<file path="config.mk">
export PLATFORM = sky130hd
export DESIGN_NAME = hint_reveal_scheduler_flat
export DESIGN_NICKNAME = d
export VERILOG_FILES = /design/src/rtl/hint_pkg.sv /design/src/rtl/hint_reveal_scheduler_if.sv /design/src/rtl/hint_pos_lfsr.sv /design/src/rtl/hint_reveal_scheduler.sv /design/src/flat_wrapper.sv
export SDC_FILE = /design/constraint.sdc
export NUM_CORES = 1
export LEC_CHECK = 0
export ABC_AREA = 0
export BUFFER_PORTS_ARGS = -buffer_cell sky130_fd_sc_hd__buf_2
export CORE_ASPECT_RATIO = 0.7
export CORE_MARGIN = 4
export CORE_UTILIZATION = 50
export DETAILED_ROUTE_END_ITERATION = 6
export PLACE_DENSITY = 0.71
export SYNTH_ARGS = -nofsm -noshare
export SYNTH_HDL_FRONTEND = slang
export SYNTH_HIERARCHICAL = 1
export SYNTH_SLANG_ARGS = --single-unit
</file>
<file path="constraint.sdc">
create_clock -name clk -period 7.2 [get_ports clk]
set_input_delay 0 -clock clk [delete_from_list [all_inputs] [get_ports clk]]
set_output_delay 0 -clock clk [all_outputs]
set_load 0.1 [all_outputs]
</file>
<file path="src/rtl/hint_pkg.sv">
// Shared types, widths and constants for the hint reveal scheduler.
package hint_pkg;

    typedef enum logic [2:0] {
        S_IDLE = 3'd0,
        S_REQ  = 3'd1,
        S_WAIT = 3'd2,
        S_RUN  = 3'd3,
        S_PICK = 3'd4
    } hint_state_e;

    localparam int MAX_LEN_DEF    = 8;
    localparam int ROUND_SECS_DEF = 60;

    localparam int WLEN_W = 4;
    localparam int LVL_W  = 3;
    localparam int IDX_W  = 3;
    localparam int SECS_W = 7;
    localparam int LFSR_W = 5;

    // Must stay different from the hint-level randomizer's seed.
    localparam logic [LFSR_W-1:0] LFSR_SEED = 5'b10011;

    // Seconds-left value at which hint k (1..3) is revealed.
    function automatic logic [SECS_W-1:0] th_secs(input int round_secs, input int k);
        return SECS_W'((round_secs * (4 - k)) / 4);
    endfunction

    // Hints for a round: level clamped to 3, capped so one letter always stays hidden.
    function automatic logic [1:0] calc_hints(input logic [WLEN_W-1:0] wl,
                                              input logic [LVL_W-1:0]  level);
        logic [1:0]        lvl;
        logic [WLEN_W-1:0] cap;
        lvl = (level > 3'd3) ? 2'd3 : level[1:0];
        cap = wl - 4'd1;
        if (wl <= 4'd1)
            calc_hints = 2'd0;
        else if ({2'b00, lvl} <= cap)
            calc_hints = lvl;
        else
            calc_hints = cap[1:0];
    endfunction

endpackage

</file>
<file path="src/rtl/hint_reveal_scheduler_if.sv">
// Signal bundle between the round controller and the hint reveal scheduler.
interface hint_reveal_scheduler_if
    import hint_pkg::*;
#(
    parameter int MAX_LEN = MAX_LEN_DEF
);
    // Handshake: tick_1hz, round_start and round_abort are single-cycle pulses
    // with no backpressure; reveal_valid is a one-cycle qualifier for reveal_idx,
    // and round_done is a one-cycle pulse. hint_req is high for one cycle per round.
    logic                tick_1hz;
    logic                round_start;
    logic                round_abort;
    logic [WLEN_W-1:0]   word_len;
    logic [LVL_W-1:0]    hint_level;

    logic                hint_req;
    logic [MAX_LEN-1:0]  reveal_mask;
    logic                reveal_valid;
    logic [IDX_W-1:0]    reveal_idx;
    logic [SECS_W-1:0]   secs_left;
    logic                busy;
    logic                round_done;
    hint_state_e         state_dbg;

    modport master (
        output tick_1hz, round_start, round_abort, word_len, hint_level,
        input  hint_req, reveal_mask, reveal_valid, reveal_idx, secs_left,
               busy, round_done, state_dbg
    );

    modport slave (
        input  tick_1hz, round_start, round_abort, word_len, hint_level,
        output hint_req, reveal_mask, reveal_valid, reveal_idx, secs_left,
               busy, round_done, state_dbg
    );

endinterface

</file>
<file path="src/rtl/hint_pos_lfsr.sv">
// Free-running 5-bit Fibonacci LFSR (x^5 + x^3 + 1) used to pick reveal positions.
module hint_pos_lfsr
    import hint_pkg::*;
(
    input  logic              clk,
    input  logic              rst_n,
    output logic [LFSR_W-1:0] q_o
);

    logic [LFSR_W-1:0] q_q;

    always_ff @(posedge clk or negedge rst_n) begin
        if (!rst_n)
            q_q <= LFSR_SEED;
        else
            q_q <= {q_q[3:0], q_q[4] ^ q_q[2]};
    end

    assign q_o = q_q;

endmodule

</file>
<file path="src/rtl/hint_reveal_scheduler.sv">
// Round timer that reveals up to three letters of the word at fixed time thresholds.
module hint_reveal_scheduler
    import hint_pkg::*;
#(
    parameter int MAX_LEN    = MAX_LEN_DEF,
    parameter int ROUND_SECS = ROUND_SECS_DEF
) (
    input logic                    clk,
    input logic                    rst_n,
    hint_reveal_scheduler_if.slave bus
);

    localparam logic [WLEN_W-1:0] WL_MAX    = WLEN_W'(MAX_LEN);
    localparam logic [SECS_W-1:0] SECS_INIT = SECS_W'(ROUND_SECS);
    localparam logic [SECS_W-1:0] TH1       = th_secs(ROUND_SECS, 1);
    localparam logic [SECS_W-1:0] TH2       = th_secs(ROUND_SECS, 2);
    localparam logic [SECS_W-1:0] TH3       = th_secs(ROUND_SECS, 3);

    hint_state_e        state_q, state_d;
    logic [MAX_LEN-1:0] mask_q, mask_d;
    logic [SECS_W-1:0]  secs_q, secs_d;
    logic [WLEN_W-1:0]  wl_q, wl_d;
    logic [1:0]         n_q, n_d;
    logic [IDX_W-1:0]   cand_q, cand_d;
    logic               pick_first_q, pick_first_d;
    logic               valid_q, valid_d;
    logic [IDX_W-1:0]   idx_q, idx_d;
    logic               done_q, done_d;

    logic [LFSR_W-1:0]  lfsr_val;
    logic [SECS_W-1:0]  secs_dec;
    logic [WLEN_W-1:0]  wl_in;
    logic               hit_th;
    logic               is_busy;

    hint_pos_lfsr u_lfsr (
        .clk   (clk),
        .rst_n (rst_n),
        .q_o   (lfsr_val)
    );

    assign is_busy  = (state_q != S_IDLE);
    assign secs_dec = secs_q - SECS_W'(1);
    assign wl_in    = (bus.word_len > WL_MAX) ? WL_MAX : bus.word_len;
    assign hit_th   = ((secs_dec == TH1) && (n_q >= 2'd1)) ||
                      ((secs_dec == TH2) && (n_q >= 2'd2)) ||
                      ((secs_dec == TH3) && (n_q == 2'd3));

    always_comb begin
        state_d      = state_q;
        mask_d       = mask_q;
        secs_d       = secs_q;
        wl_d         = wl_q;
        n_d          = n_q;
        cand_d       = cand_q;
        pick_first_d = 1'b0;
        valid_d      = 1'b0;
        idx_d        = '0;
        done_d       = 1'b0;

        // Priority: abort, then (re)start, then end of round, then normal flow.
        if (bus.round_abort) begin
            state_d = S_IDLE;
            if (is_busy) begin
                mask_d = '0;
                secs_d = '0;
                n_d    = 2'd0;
            end
        end else if (bus.round_start) begin
            state_d = S_REQ;
            mask_d  = '0;
            secs_d  = SECS_INIT;
            wl_d    = wl_in;
            n_d     = 2'd0;
        end else if (is_busy && bus.tick_1hz && (secs_q == SECS_W'(1))) begin
            // Expiry wins over an in-flight PICK, which is dropped without a reveal.
            state_d = S_IDLE;
            secs_d  = '0;
            done_d  = 1'b1;
        end else begin
            if (is_busy && bus.tick_1hz)
                secs_d = secs_dec;
            case (state_q)
                S_REQ:  state_d = S_WAIT;
                S_WAIT: begin
                    n_d     = calc_hints(wl_q, bus.hint_level);
                    state_d = S_RUN;
                end
                S_RUN: begin
                    if (bus.tick_1hz && hit_th) begin
                        state_d      = S_PICK;
                        pick_first_d = 1'b1;
                    end
                end
                S_PICK: begin
                    if (pick_first_q) begin
                        cand_d = IDX_W'(lfsr_val % {1'b0, wl_q});
                    end else if (mask_q[cand_q]) begin
                        cand_d = ({1'b0, cand_q} == (wl_q - 4'd1)) ? '0 : cand_q + IDX_W'(1);
                    end else begin
                        mask_d[cand_q] = 1'b1;
                        valid_d        = 1'b1;
                        idx_d          = cand_q;
                        state_d        = S_RUN;
                    end
                end
                default: state_d = S_IDLE;
            endcase
        end
    end

    always_ff @(posedge clk or negedge rst_n) begin
        if (!rst_n) begin
            state_q      <= S_IDLE;
            mask_q       <= '0;
            secs_q       <= '0;
            wl_q         <= '0;
            n_q          <= 2'd0;
            cand_q       <= '0;
            pick_first_q <= 1'b0;
            valid_q      <= 1'b0;
            idx_q        <= '0;
            done_q       <= 1'b0;
        end else begin
            state_q      <= state_d;
            mask_q       <= mask_d;
            secs_q       <= secs_d;
            wl_q         <= wl_d;
            n_q          <= n_d;
            cand_q       <= cand_d;
            pick_first_q <= pick_first_d;
            valid_q      <= valid_d;
            idx_q        <= idx_d;
            done_q       <= done_d;
        end
    end

    assign bus.hint_req     = (state_q == S_REQ);
    assign bus.busy         = is_busy;
    assign bus.reveal_mask  = mask_q;
    assign bus.reveal_valid = valid_q;
    assign bus.reveal_idx   = idx_q;
    assign bus.secs_left    = secs_q;
    assign bus.round_done   = done_q;
    assign bus.state_dbg    = state_q;

endmodule

</file>
<file path="src/flat_wrapper.sv">
// flat-port wrapper written by rule: the top's interface ports become plain ports
module hint_reveal_scheduler_flat import hint_pkg::*;
#(
    parameter int MAX_LEN    = MAX_LEN_DEF,
    parameter int ROUND_SECS = ROUND_SECS_DEF
)
  (clk, rst_n, bus_tick_1hz, bus_round_start, bus_round_abort, bus_word_len, bus_hint_level, bus_hint_req, bus_reveal_mask, bus_reveal_valid, bus_reveal_idx, bus_secs_left, bus_busy, bus_round_done, bus_state_dbg);
  hint_reveal_scheduler_if #(.MAX_LEN(MAX_LEN)) bus_i ();
  input logic clk;
  input logic rst_n;
  input wire logic [$bits(bus_i.tick_1hz)-1:0] bus_tick_1hz;
  input wire logic [$bits(bus_i.round_start)-1:0] bus_round_start;
  input wire logic [$bits(bus_i.round_abort)-1:0] bus_round_abort;
  input wire logic [$bits(bus_i.word_len)-1:0] bus_word_len;
  input wire logic [$bits(bus_i.hint_level)-1:0] bus_hint_level;
  output wire logic [$bits(bus_i.hint_req)-1:0] bus_hint_req;
  output wire logic [$bits(bus_i.reveal_mask)-1:0] bus_reveal_mask;
  output wire logic [$bits(bus_i.reveal_valid)-1:0] bus_reveal_valid;
  output wire logic [$bits(bus_i.reveal_idx)-1:0] bus_reveal_idx;
  output wire logic [$bits(bus_i.secs_left)-1:0] bus_secs_left;
  output wire logic [$bits(bus_i.busy)-1:0] bus_busy;
  output wire logic [$bits(bus_i.round_done)-1:0] bus_round_done;
  output wire logic [$bits(bus_i.state_dbg)-1:0] bus_state_dbg;
  assign bus_i.tick_1hz = bus_tick_1hz;
  assign bus_i.round_start = bus_round_start;
  assign bus_i.round_abort = bus_round_abort;
  assign bus_i.word_len = bus_word_len;
  assign bus_i.hint_level = bus_hint_level;
  assign bus_hint_req = bus_i.hint_req;
  assign bus_reveal_mask = bus_i.reveal_mask;
  assign bus_reveal_valid = bus_i.reveal_valid;
  assign bus_reveal_idx = bus_i.reveal_idx;
  assign bus_secs_left = bus_i.secs_left;
  assign bus_busy = bus_i.busy;
  assign bus_round_done = bus_i.round_done;
  assign bus_state_dbg = bus_i.state_dbg;
  hint_reveal_scheduler #(.MAX_LEN(MAX_LEN), .ROUND_SECS(ROUND_SECS)) u_core (.clk(clk), .rst_n(rst_n), .bus(bus_i));
endmodule
</file>
* Word level (Yosys, flattened, before mapping)
Cells that the tools add are included.
Word-level totals: bits of input ports 12, output and inout bits 25, logic and storage cells 120, register bits 38
Cells by class: muxes and demuxes 55, bitwise logic cells 5, add/sub/neg operators 3, reduce and logical (&&, ||, !) cells 20, $lt $le $gt $ge 8, divide/modulo/power cells 1, equal/unequal tests 17
Operators by type and width (number):
- $mux W8 | 7
- $mux W3 | 15
- $mux W7 | 5
- $mux W1 | 16
- $mux W2 | 8
- $pmux W3 S4 | 1
- $reduce_and A5 Y1 | 2
- $ne A3 B3 Y1 const B | 3
- $reduce_bool A3 Y1 | 3
- $or A8 B8 Y8 | 1
- $eq A7 B1 Y1 const B | 1
- $eq A7 B4 Y1 const B | 1
- $eq A7 B5 Y1 const B | 1
- $eq A7 B6 Y1 const B | 1
- $logic_and A1 B1 Y1 | 7
- $sub A7 B1 Y7 const B | 1
- $eq A3 B2 Y1 const B | 2
- $reduce_and A3 Y1 | 2
- $mod A5 B4 Y5 | 1
- $ne A5 B3 Y1 const B | 1
- $ne A5 B4 Y1 const B | 1
- $ne A5 B5 Y1 const B | 1
- $eq A3 B4 Y1 | 1
- $gt A4 B4 Y1 const B | 1
- 22 further kinds | 26

* Longest topological paths before layout
Gate-level depths: netlist of run 1.
depth in word-level cells 11, gate-level depth with buffers 27, depth with buffers taken out 27

* Modules after synthesis
Netlist of run 1, hierarchy kept.
Modules (own cells, without submodules):
- hint_reveal_scheduler | instances 1, sequential area each 825.8 µm², cells each 315, area each 2660.1 µm²
- hint_pos_lfsr | instances 1, sequential area each 128.9 µm², cells each 6, area each 137.6 µm²

* Worst setup path before layout of run 1
Ideal clock, no wire load.
kind flip-flop to flip-flop, from reg u_core.wl_q[0], to reg u_core.cand_q[1], data required time 7.074 ns, arrival 5.951 ns, stages on the path, launching flop included 28, setup slack 1.123 ns, clock period less this slack 6.077 ns, path buffers 0, library setup time 0.126 ns, cells stage by stage dfrtp_1 inv_1 ha_1 nor4b_1 o2bb2ai_1 inv_1 ha_1 or4b_1 a21boi_1 a21oi_1 ha_1 or2_2 o311a_1 a211oi_1 nor2_1 inv_1 ha_1 nand4_1 nor2_1 a211oi_1 nor2_1 a21o_1 ha_1 o21ai_0 a21oi_1 a2111oi_1 a21oi_1 o32a_1
On the way: cells in the longest elaborated chain, start to end 5, elaborated cells between the ends (all ways) 6, classes of those cells 1 x add/sub; 1 x div; 1 x eq/ne; 3 x mux
RTL lines:
- start, declared | line hint_reveal_scheduler.sv:22 | logic [WLEN_W-1:0] wl_q, wl_d;
- start signal, assigned | line hint_reveal_scheduler.sv:128 | wl_q <= wl_d;
- parallel branches: the longest is 4 deep, another holds $mod A5 B4 Y5
- $mux W3 * | line hint_reveal_scheduler.sv:96 | if (pick_first_q) begin
- end signal, assigned | line hint_reveal_scheduler.sv:130 | cand_q <= cand_d;
- end, declared | line hint_reveal_scheduler.sv:24 | logic [IDX_W-1:0] cand_q, cand_d;
Mark *: on every way between the ends. The select of a mux whose other input is x is not followed. A chain may end at the register's enable or synchronous reset.

* Worst setup path after layout of run 1
Same ends and word-level chain as after synthesis.

==> results.sh, run 1 <==
export IMPL_slew_violations=0
export IMPL_max_vdd_ir_drop_mv=0.1636
export IMPL_timing_hold_ws_ps=11.76
export IMPL_diodes=0
export IMPL_cap_violations=0
export IMPL_yosysMostFrequentCell="nor2_1"
export IMPL_gr_total_overflow=0
export IMPL_antenna_found_initial=0
export IMPL_fin_skew_ps=5.681
export IMPL_syn_area_um2=2798
export IMPL_drt_iter0_drc=224
export IMPL_max_freq_mhz=152.0
export IMPL_setup_viol=0
export IMPL_finalHoldViolations=0
export IMPL_whs_endpoint="u_core/wl_q[0]"
export IMPL_ys_async_sr_fraction_pct=100.0
export IMPL_tns_ps=0
export IMPL_dr_total_vias=2553
export IMPL_power_leakage_uw=0.001487
export IMPL_worst_setup_path_end_kind="flip-flop"
export IMPL_cts_sinks=38
export IMPL_post_route_drc_count=0
export IMPL_nNetsFinal=393
export IMPL_max_stage_delay_ps=530
export IMPL_detail_route_wl_per_cell_um=16.11
export IMPL_slowest_stage="a211oi_1"
export IMPL_synth_top_flop_cell="dfrtp_1"
export IMPL_io_pins=37
export IMPL_synth_fp_nets=359
export IMPL_dr_pass1_iters=5
export IMPL_yosys_top_cells_area="dfrtp_1 (31%), ha_1 (11%), nor2_1 (4.8%)"
export IMPL_yosys_warnings=6
export IMPL_clock_path_buffers=2
export IMPL_h_tree_depth=2
export IMPL_crit_arrival_ps=6750
export IMPL_grtUsageMet3_pct=5.222
export IMPL_synth_commonest_cells="nor2_1 (36), dfrtp_1 (35), ha_1 (25), nand2_1 (25), a21oi_1 (20)"
export IMPL_grt_pass1_wl_um=11700
export IMPL_grt_use_met1_pct=33.15
export IMPL_status="complete, no violations"
export IMPL_clockRootBuffer="clkbuf_8"
export IMPL_place_hpwl_um=5236
export IMPL_clk_pin_slew_ps=70
export IMPL_seqCellArea_um2=954.7
export IMPL_vias_per_cell=5.965
export IMPL_hold_start="bus_word_len[0]"
export IMPL_drive_gt1_share_pct=17.42
export IMPL_slew_headroom_pct=40.19
export IMPL_worstPathRequired_ps=7370
export IMPL_syn_inst=321
export IMPL_place_ws_ps=645.6
export IMPL_ys_ff_latch=38
export IMPL_rsz0062_at_grt="false"
export IMPL_post_route_period_util_pct=91.37
export IMPL_cts_tree="done"
export IMPL_yosysUniqueCellTypes=64
export IMPL_synth_top_area_cell="dfrtp_1"
export IMPL_grt_usage_pct=20.65
export IMPL_coreArea_um2=5340
export IMPL_ant_nets=0
export IMPL_synth_edf_count=0
export IMPL_die_w_um=97.41
export IMPL_die_y_um=70.59
export IMPL_grt_pass1_vias=2327
export IMPL_gp_congestion=0.8987
export IMPL_critPathKind="reg -> reg"
export IMPL_yosysSeqAreaShare_pct=34.12
export IMPL_r2r_setup_slack_ps=620
export IMPL_worst_slew_pin_slew_ps=897.1
export IMPL_start_kind="flip-flop"
export IMPL_syn_avg_cell_area_um2=8.716
export IMPL_rows=22
export IMPL_use_met2_pct=28.32
export IMPL_fin_ws_ps=621.1
export IMPL_hp_class="in -> reg"
export IMPL_min_path_cells=3
export IMPL_path_common_cell="ha_1"
export IMPL_fillers=480
export IMPL_place_port_buffers=36
export IMPL_start_util_pct=52.39
export IMPL_drt_wl_total_um=6893
export IMPL_grt_busiest_layer="met1"
export IMPL_grt_max_degree=39
export IMPL_cp_startpoint="u_core/wl_q[0]"
export IMPL_power_density_nw_per_um2=226.1
export IMPL_fin_crit_ps=6579
export IMPL_rr_worst_depth=28
export IMPL_insertion_delay_ps=280
export IMPL_post_cts_buffers=0
export IMPL_worstReg2RegStart="u_core/wl_q[0]"
export IMPL_multiInputGateArea_um2=1722
export IMPL_syn_to_final_growth_pct=13.24
export IMPL_synth_top_area_share_pct=31.31
export IMPL_die_area_um2=6875
export IMPL_cts_made_buffers=5
export IMPL_r2r_end="u_core/cand_q[1]"
export IMPL_cp_max_fo=8
-- metal layers --
metal / wire, um / vias up
met3: 596 / 4
met2: 2809 / 104
met1: 3465 / 1222
met5: 0 / -
li1: - / 1223
met4: 21 / 0
-- cells in the final DEF, fill, tap and decap left out, types with 5 or more instances in the layout --
master	Yosys	final
clkbuf_8	0	5
nor2_1	36	36
xor2_1	8	8
buf_2	2	36
or2_2	5	5
dfrtp_1	35	35
nand2_1	25	25
o31ai_1	5	5
or3_1	5	5
ha_1	25	25
o21ai_0	17	17
inv_1	17	17
nand2b_1	11	11
nor3_1	12	12
a21oi_1	20	20
-- worst max-delay path: cells and delay by family, from the launching register on --
kind	cells	cell delay, ps
AOI/OAI and AO/OA	12	2580
adders and majority gates	5	1420
buffers and inverters	4	560
DFF	1	520
and+or+nand+nor	7	1360
-- sequential cells by signal, summed over array words and instances, names as in the netlist --
register and cells:
u_core/bus.reveal_mask 8, u_core/bus.secs_left 7, u_core/u_lfsr/q_o 5, u_core/wl_q 4
u_core/bus.reveal_idx 3, u_core/bus.state_dbg 3, u_core/cand_q 3, u_core/n_q 2
u_core/bus.reveal_valid 1, u_core/bus.round_done 1, u_core/pick_first_q 1
-- report_power, final --
part	switching [uW]	leakage, uW	internal (uW)	total [uW]
Combinational	196	0.000928	99.1	295
Sequential	23.0	0.000506	224	247
Clock	71.2	0.0000524	104	175
Total	290	0.00149	426	716
-- logic make-up after synthesis --
kind of cell	count (synthesis)	synth area share, %
buffers and inverters	32	4.517
flip-flops	38	34.12
AO/OA/AOI/OAI	83	20.22
multiplexers	8	3.041
adder cells (fa/ha/maj)	26	11.90
XOR/XNOR	12	3.757
AND/OR/NAND/NOR	122	22.45
-- area by class of cell --
class | instances | share of cell area (%)
Clock inverter | 1 | 0.9479
Inverter | 18 | 2.133
Timing Repair Buffer | 41 | 7.188
Clock buffer | 7 | 2.409
Sequential cell | 38 | 30.13
Tap cell | 72 | 2.844
Multi-Input combinational cell | 251 | 54.34
-- worst max path at each step --
stage                     slack (ps)          endpoint  cells after the start
after global routing              90  u_core/cand_q[1]                     28
final                            620  u_core/cand_q[1]                     28
after global placement           950  u_core/cand_q[1]                     28
after detailed placement         650  u_core/cand_q[1]                     28
after CTS                        600  u_core/cand_q[1]                     28
after floorplan                 1120  u_core/cand_q[1]                     27
-- stage by stage --
step                      instances  total power [uW]  instance area, um^2  util, %
after floorplan                 321             472.8                 2798        -
after global placement          416             532.0                 3017    56.49
after detailed placement        416             536.1                 3017    56.49
after CTS                       428             714.0                 3163    59.23
after global routing            428             767.1                 3168    59.33
final                           428             716.3                 3168    59.33
-- what timing repair did --
item | 4_1_cts | 5_1_grt
gates resized for setup | 0 | 1
endpoints found under the setup margin | 0 | 3
hold buffers | 4 | 0
hold endpoints to repair | 38 | 0
No activity file was read; power rests on OpenSTA's default activity.
==> inputs of run 2 (changes only) <==
- CORE_MARGIN: 4 -> default
==> run 2 against run 1 <==
Compared with the run above: via count shrank 2.5%; combinational power is essentially flat; clock skew grew 2.9 ps; non-clock buffer count is the same; register-to-register slack lost 150 ps; worst hold slack gained 27 ps; worst setup slack lost 150 ps; sequential power is essentially flat; wire length shrank 3.7%; cell count is the same; cell area is essentially flat; total power grew 0.93%.
==> results.sh, run 2 (synthesis gave the netlist of run 1 again) <==
export IMPL_vias_per_cell=5.813
export IMPL_rows=22
export IMPL_drive_gt1_share_pct=17.70
export IMPL_cts_made_buffers=5
export IMPL_cts_tree="done"
export IMPL_antenna_found_initial=0
export IMPL_insertion_delay_ps=290
export IMPL_worst_setup_path_end_kind="flip-flop"
export IMPL_gr_total_overflow=0
export IMPL_hold_start="bus_word_len[0]"
export IMPL_setup_viol=0
export IMPL_grt_pass1_wl_um=11070
export IMPL_fin_skew_ps=8.620
export IMPL_clockPowerShare_pct=25.5
export IMPL_fin_ws_ps=474.4
export IMPL_drt_iter0_drc=183
export IMPL_whs_endpoint="u_core/wl_q[0]"
export IMPL_h_tree_depth=2
export IMPL_status="complete, no violations"
export IMPL_grt_pass1_vias=2218
export IMPL_diodes=0
export IMPL_crit_arrival_ps=6900
export IMPL_slew_headroom_pct=38.82
export IMPL_place_hpwl_um=5016
export IMPL_gp_congestion=0.8447
export IMPL_r2r_setup_slack_ps=470
export IMPL_p_sw_uw=298.6
export IMPL_worst_slew_pin_slew_ps=917.7
export IMPL_max_vdd_ir_drop_mv=0.09562
export IMPL_worstPathRequired_ps=7380
export IMPL_cap_violations=0
export IMPL_drt_wl_total_um=6637
export IMPL_clock_path_buffers=2
export IMPL_slowest_stage="a211oi_1"
export IMPL_fillers=478
export IMPL_post_route_period_util_pct=93.41
export IMPL_seqCellArea_um2=954.7
export IMPL_tns_ps=0
export IMPL_syn_to_final_growth_pct=13.33
export IMPL_multiInputGateArea_um2=1717
export IMPL_start_util_pct=52.66
export IMPL_intPower_uw=424.4
export IMPL_p_comb_share_pct=40.4
export IMPL_ant_nets=0
export IMPL_cp_max_fo=8
export IMPL_start_kind="flip-flop"
export IMPL_layout_common_cells="buf_2 (36), nor2_1 (36), dfrtp_1 (35)"
export IMPL_cts_resized=0
export IMPL_finalHoldViolations=0
export IMPL_clockRootBuffer="clkbuf_8"
export IMPL_dr_total_vias=2488
export IMPL_post_route_util_pct=59.68
export IMPL_max_stage_delay_ps=550
export IMPL_power_density_nw_per_um2=228.0
export IMPL_place_port_buffers=36
export IMPL_min_path_cells=3
export IMPL_r2r_end="u_core/cand_q[1]"
export IMPL_critPathKind="reg -> reg"
export IMPL_rr_worst_depth=28
export IMPL_clk_pin_slew_ps=80
export IMPL_die_w_um=91.41
export IMPL_swShare_pct=41.30
export IMPL_path_common_cell="ha_1"
export IMPL_worstReg2RegStart="u_core/wl_q[0]"
export IMPL_grt_max_degree=39
export IMPL_detail_route_wl_per_cell_um=15.51
export IMPL_seq_power_share_pct=34.1
export IMPL_largest_reg_flops=8
export IMPL_power_leakage_uw=0.001483
export IMPL_place_ws_ps=645.9
export IMPL_rsz0062_at_grt="false"
export IMPL_hp_class="in -> reg"
export IMPL_die_area_um2=5903
export IMPL_post_route_drc_count=0
export IMPL_timing_hold_ws_ps=38.36
export IMPL_grt_usage_pct=23.69
export IMPL_max_freq_mhz=148.7
export IMPL_slew_violations=0
export IMPL_coreArea_um2=5313
export IMPL_dr_pass1_iters=5
export IMPL_cts_sinks=38
export IMPL_io_pins=37
export IMPL_fin_crit_ps=6726
export IMPL_die_y_um=64.59
export IMPL_nNetsFinal=393
[run 2: changes by cell type in the layout (fill, tap and decap cells not counted)]
cell | previous run | this run
a211oi_1 | 1 | 2
a211oi_2 | 1 | 0
clkbuf_1 | 2 | 0
clkinvlp_4 | 0 | 2
[run 2: layout make-up]
class                           count  area share (%)
Clock inverter                      3           1.421
Multi-Input combinational cell    251           54.14
Sequential cell                    38           30.11
Inverter                           18           2.131
Tap cell                           72           2.841
Timing Repair Buffer               41           7.182
Clock buffer                        5           2.170
[run 2: worst max-delay path by stage]
| stage | slack, ps | cells after the start | startpoint | end |
|---|---|---|---|---|
| global route | 8 | 28 | u_core/wl_q[0] | u_core/cand_q[1] |
| detailed placement | 650 | 28 | u_core/wl_q[0] | u_core/cand_q[1] |
| floorplan | 1120 | 27 | u_core/wl_q[0] | u_core/cand_q[1] |
| global placement | 930 | 28 | u_core/wl_q[0] | u_core/cand_q[1] |
| finish | 470 | 28 | u_core/wl_q[0] | u_core/cand_q[1] |
| CTS | 620 | 28 | u_core/wl_q[0] | u_core/cand_q[1] |
[run 2: through the flow]
step           instances  total power, uW  instance area (um^2)
2_1_floorplan        321            472.8                  2798
3_3_place_gp         416            530.3                  3017
3_5_place_dp         416            536.9                  3017
4_1_cts              428            725.3                  3171
5_1_grt              428            767.7                  3171
6_report             428            723.0                  3171
[run 2: repair_timing]
item | CTS | global route
hold buffers | 4 | 0
hold endpoints to repair | 38 | 0
setup buffers | 0 | 0
[run 2: power groups by stage]
stage               clock network (uW)  registers, uW  logic, uW
detailed placement                   0            250        287
floorplan                            0            296        177
global route                       196            250        321
global placement                     0            250        280
CTS                                190            246        290
finish                             184            247        292
[run 2: layer usage]
layer | wire length [um] | global-route usage, %
met1 | 3464 | 36.06
met2 | 2821 | 35.06
met3 | 352 | 4.225
met4 | 0 | 4.365
met5 | 0 | 0
[run 2: worst max-delay path, delay by kind of cell (launching register included)]
family                   cells  cell delay [ps]
AO/OA/AOI/OAI               12             2780
adder cells (fa/ha/maj)      5             1410
buffers and inverters        4              550
flip-flops                   1              520
AND/OR/NAND/NOR              7             1340
==> inputs of run 3 (changes only) <==
- clock period: 7.2 -> 6.4 ns (I/O delays scaled with it)
==> run 3 against run 2 <==
Compared with the run above: worst hold slack worse by 20 ps; utilization is essentially flat; global-route usage down 0.071 points; clock power is 4% lower; sequential cell count unchanged; sequential power grew 11%; first-iteration DRC count up 36%; via count is 0.64% lower; maximum frequency grew 12%; cell area barely moved; non-clock buffer count rose by 2; register-to-register slack worse by 60 ps; critical path type unchanged; critical endpoint unchanged.
==> results.sh, run 3 (synthesis gave the netlist of run 1 again) <==
export IMPL_clockRootBuffer="clkbuf_8"
export IMPL_drt_wl_total_um=6469
export IMPL_drt_iter0_drc=248
export IMPL_swShare_pct=42.43
export IMPL_cp_max_fo=6
export IMPL_fin_skew_ps=7.594
export IMPL_ant_nets=0
export IMPL_place_port_buffers=36
export IMPL_worst_setup_path_end_kind="flip-flop"
export IMPL_die_area_um2=5903
export IMPL_max_stage_delay_ps=510
export IMPL_intPower_uw=452.4
export IMPL_post_route_drc_count=0
export IMPL_vias_per_cell=5.749
export IMPL_cap_violations=0
export IMPL_p_comb_share_pct=42.4
export IMPL_slew_headroom_pct=40.63
export IMPL_drive_gt1_share_pct=18.44
export IMPL_fin_crit_ps=5989
export IMPL_dr_total_vias=2472
export IMPL_hold_start="bus_word_len[0]"
export IMPL_max_freq_mhz=167.0
export IMPL_fin_ws_ps=410.6
export IMPL_antenna_found_initial=0
export IMPL_diodes=0
export IMPL_p_sw_uw=333.4
export IMPL_h_tree_depth=2
export IMPL_grt_pass1_wl_um=10910
export IMPL_die_w_um=91.41
export IMPL_finalHoldViolations=0
export IMPL_worst_slew_pin_slew_ps=868.1
export IMPL_dr_pass1_iters=5
export IMPL_detail_route_wl_per_cell_um=15.04
export IMPL_io_pins=37
export IMPL_hp_class="in -> reg"
export IMPL_crit_arrival_ps=6160
export IMPL_placed_area_um2=3032
export IMPL_clock_path_buffers=2
export IMPL_worstReg2RegStart="u_core/wl_q[0]"
export IMPL_seq_power_share_pct=35.0
export IMPL_slew_violations=0
export IMPL_start_kind="flip-flop"
export IMPL_post_route_util_pct=59.70
export IMPL_power_density_nw_per_um2=247.8
export IMPL_grt_pass1_vias=2266
export IMPL_worstPathRequired_ps=6580
export IMPL_start_util_pct=52.66
export IMPL_cts_tree="done"
export IMPL_largest_reg_flops=8
export IMPL_layout_common_cells="buf_2 (36), nor2_1 (36), dfrtp_1 (35)"
export IMPL_final_area_um2=3172
export IMPL_timing_hold_ws_ps=18.43
export IMPL_slowest_stage="or4b_1"
export IMPL_setup_viol=0
export IMPL_post_cts_buffers=0
export IMPL_rows=22
export IMPL_syn_to_final_growth_pct=13.37
export IMPL_power_leakage_uw=0.001491
export IMPL_status="complete, no violations"
export IMPL_critPathKind="reg -> reg"
export IMPL_max_vdd_ir_drop_mv=0.1169
export IMPL_place_hpwl_um=4849
export IMPL_insertion_delay_ps=290
export IMPL_gp_congestion=0.8875
export IMPL_cts_sinks=38
export IMPL_path_common_cell="ha_1"
export IMPL_nNetsFinal=395
export IMPL_die_y_um=64.59
export IMPL_gr_total_overflow=0
export IMPL_place_ws_ps=429.3
export IMPL_clockPowerShare_pct=22.6
export IMPL_cts_made_buffers=5
export IMPL_finalPower_uw=785.8
export IMPL_post_route_period_util_pct=93.58
export IMPL_cp_startpoint="u_core/wl_q[0]"
export IMPL_grt_usage_pct=23.62
export IMPL_grt_max_degree=39
export IMPL_clk_pin_slew_ps=80
export IMPL_coreArea_um2=5313
run 3: changes by cell type in the layout (fill, tap and decap cells not counted), sizes merged:
cell and delta:
clkinvlp -1, buf +2, clkbuf +1, bufinv -1
clkinv +1
run 3: layout make-up:
class	instances	area [um^2]
timing repair buffer	43	242.7
sequential	38	954.7
multi-input combinational	251	1722
inverter	18	67.56
fill	472	2141
clock inverter	2	12.51
clock buffer	6	82.58
tap	72	90.09
run 3: layer usage:
metal	global-route usage [%]	wire length [um]	vias up
met4	4.762	27	0
li1	-	-	1241
met3	5.399	397	2
met5	0	0	-
met1	35.65	3435	1162
met2	34.21	2609	67
run 3: path summary, 6_finish.rpt:
kind	endpoint	slack, ps	depth (start not counted)
hold / removal	u_core/wl_q[0]	20	3
setup / recovery	u_core/cand_q[1]	410	26
min in group asynchronous	u_core/bus.secs_left[3]	340	2
max in group asynchronous	u_core/bus.secs_left[2]	5530	2
hold reg to reg	u_core/u_lfsr/q_o[1]	390	0
setup reg to reg	u_core/cand_q[1]	410	26
run 3: timing repair:
action,in CTS,in global routing
endpoints found under the setup margin,0,2
resized for setup,0,1
hold endpoints to repair,38,0
hold buffers,4,0
run 3: power groups by stage:
stage / Combinational, uW / Sequential, uW / Clock [uW]
finish: 333 / 275 / 177
global route: 367 / 279 / 194
CTS: 332 / 275 / 181
detailed placement: 328 / 280 / 0
global placement: 322 / 280 / 0
floorplan: 199 / 333 / 0
run 3: worst max-delay path: cells and delay by family (launching register included):
kind | cells | cell delay, ps
DFF | 1 | 350
and+or+nand+nor | 4 | 970
muxes | 1 | 320
buffers and inverters | 4 | 570
adders and majority gates | 5 | 1460
AOI/OAI and AO/OA | 12 | 2210
run 3: metrics by stage:
| step | TNS, ps | instances |
|---|---|---|
| after global placement | 0 | 418 |
| after floorplan | 0 | 321 |
| after global routing | -3.057 | 430 |
| final | 0 | 430 |
| after detailed placement | 0 | 418 |
| after CTS | 0 | 430 |
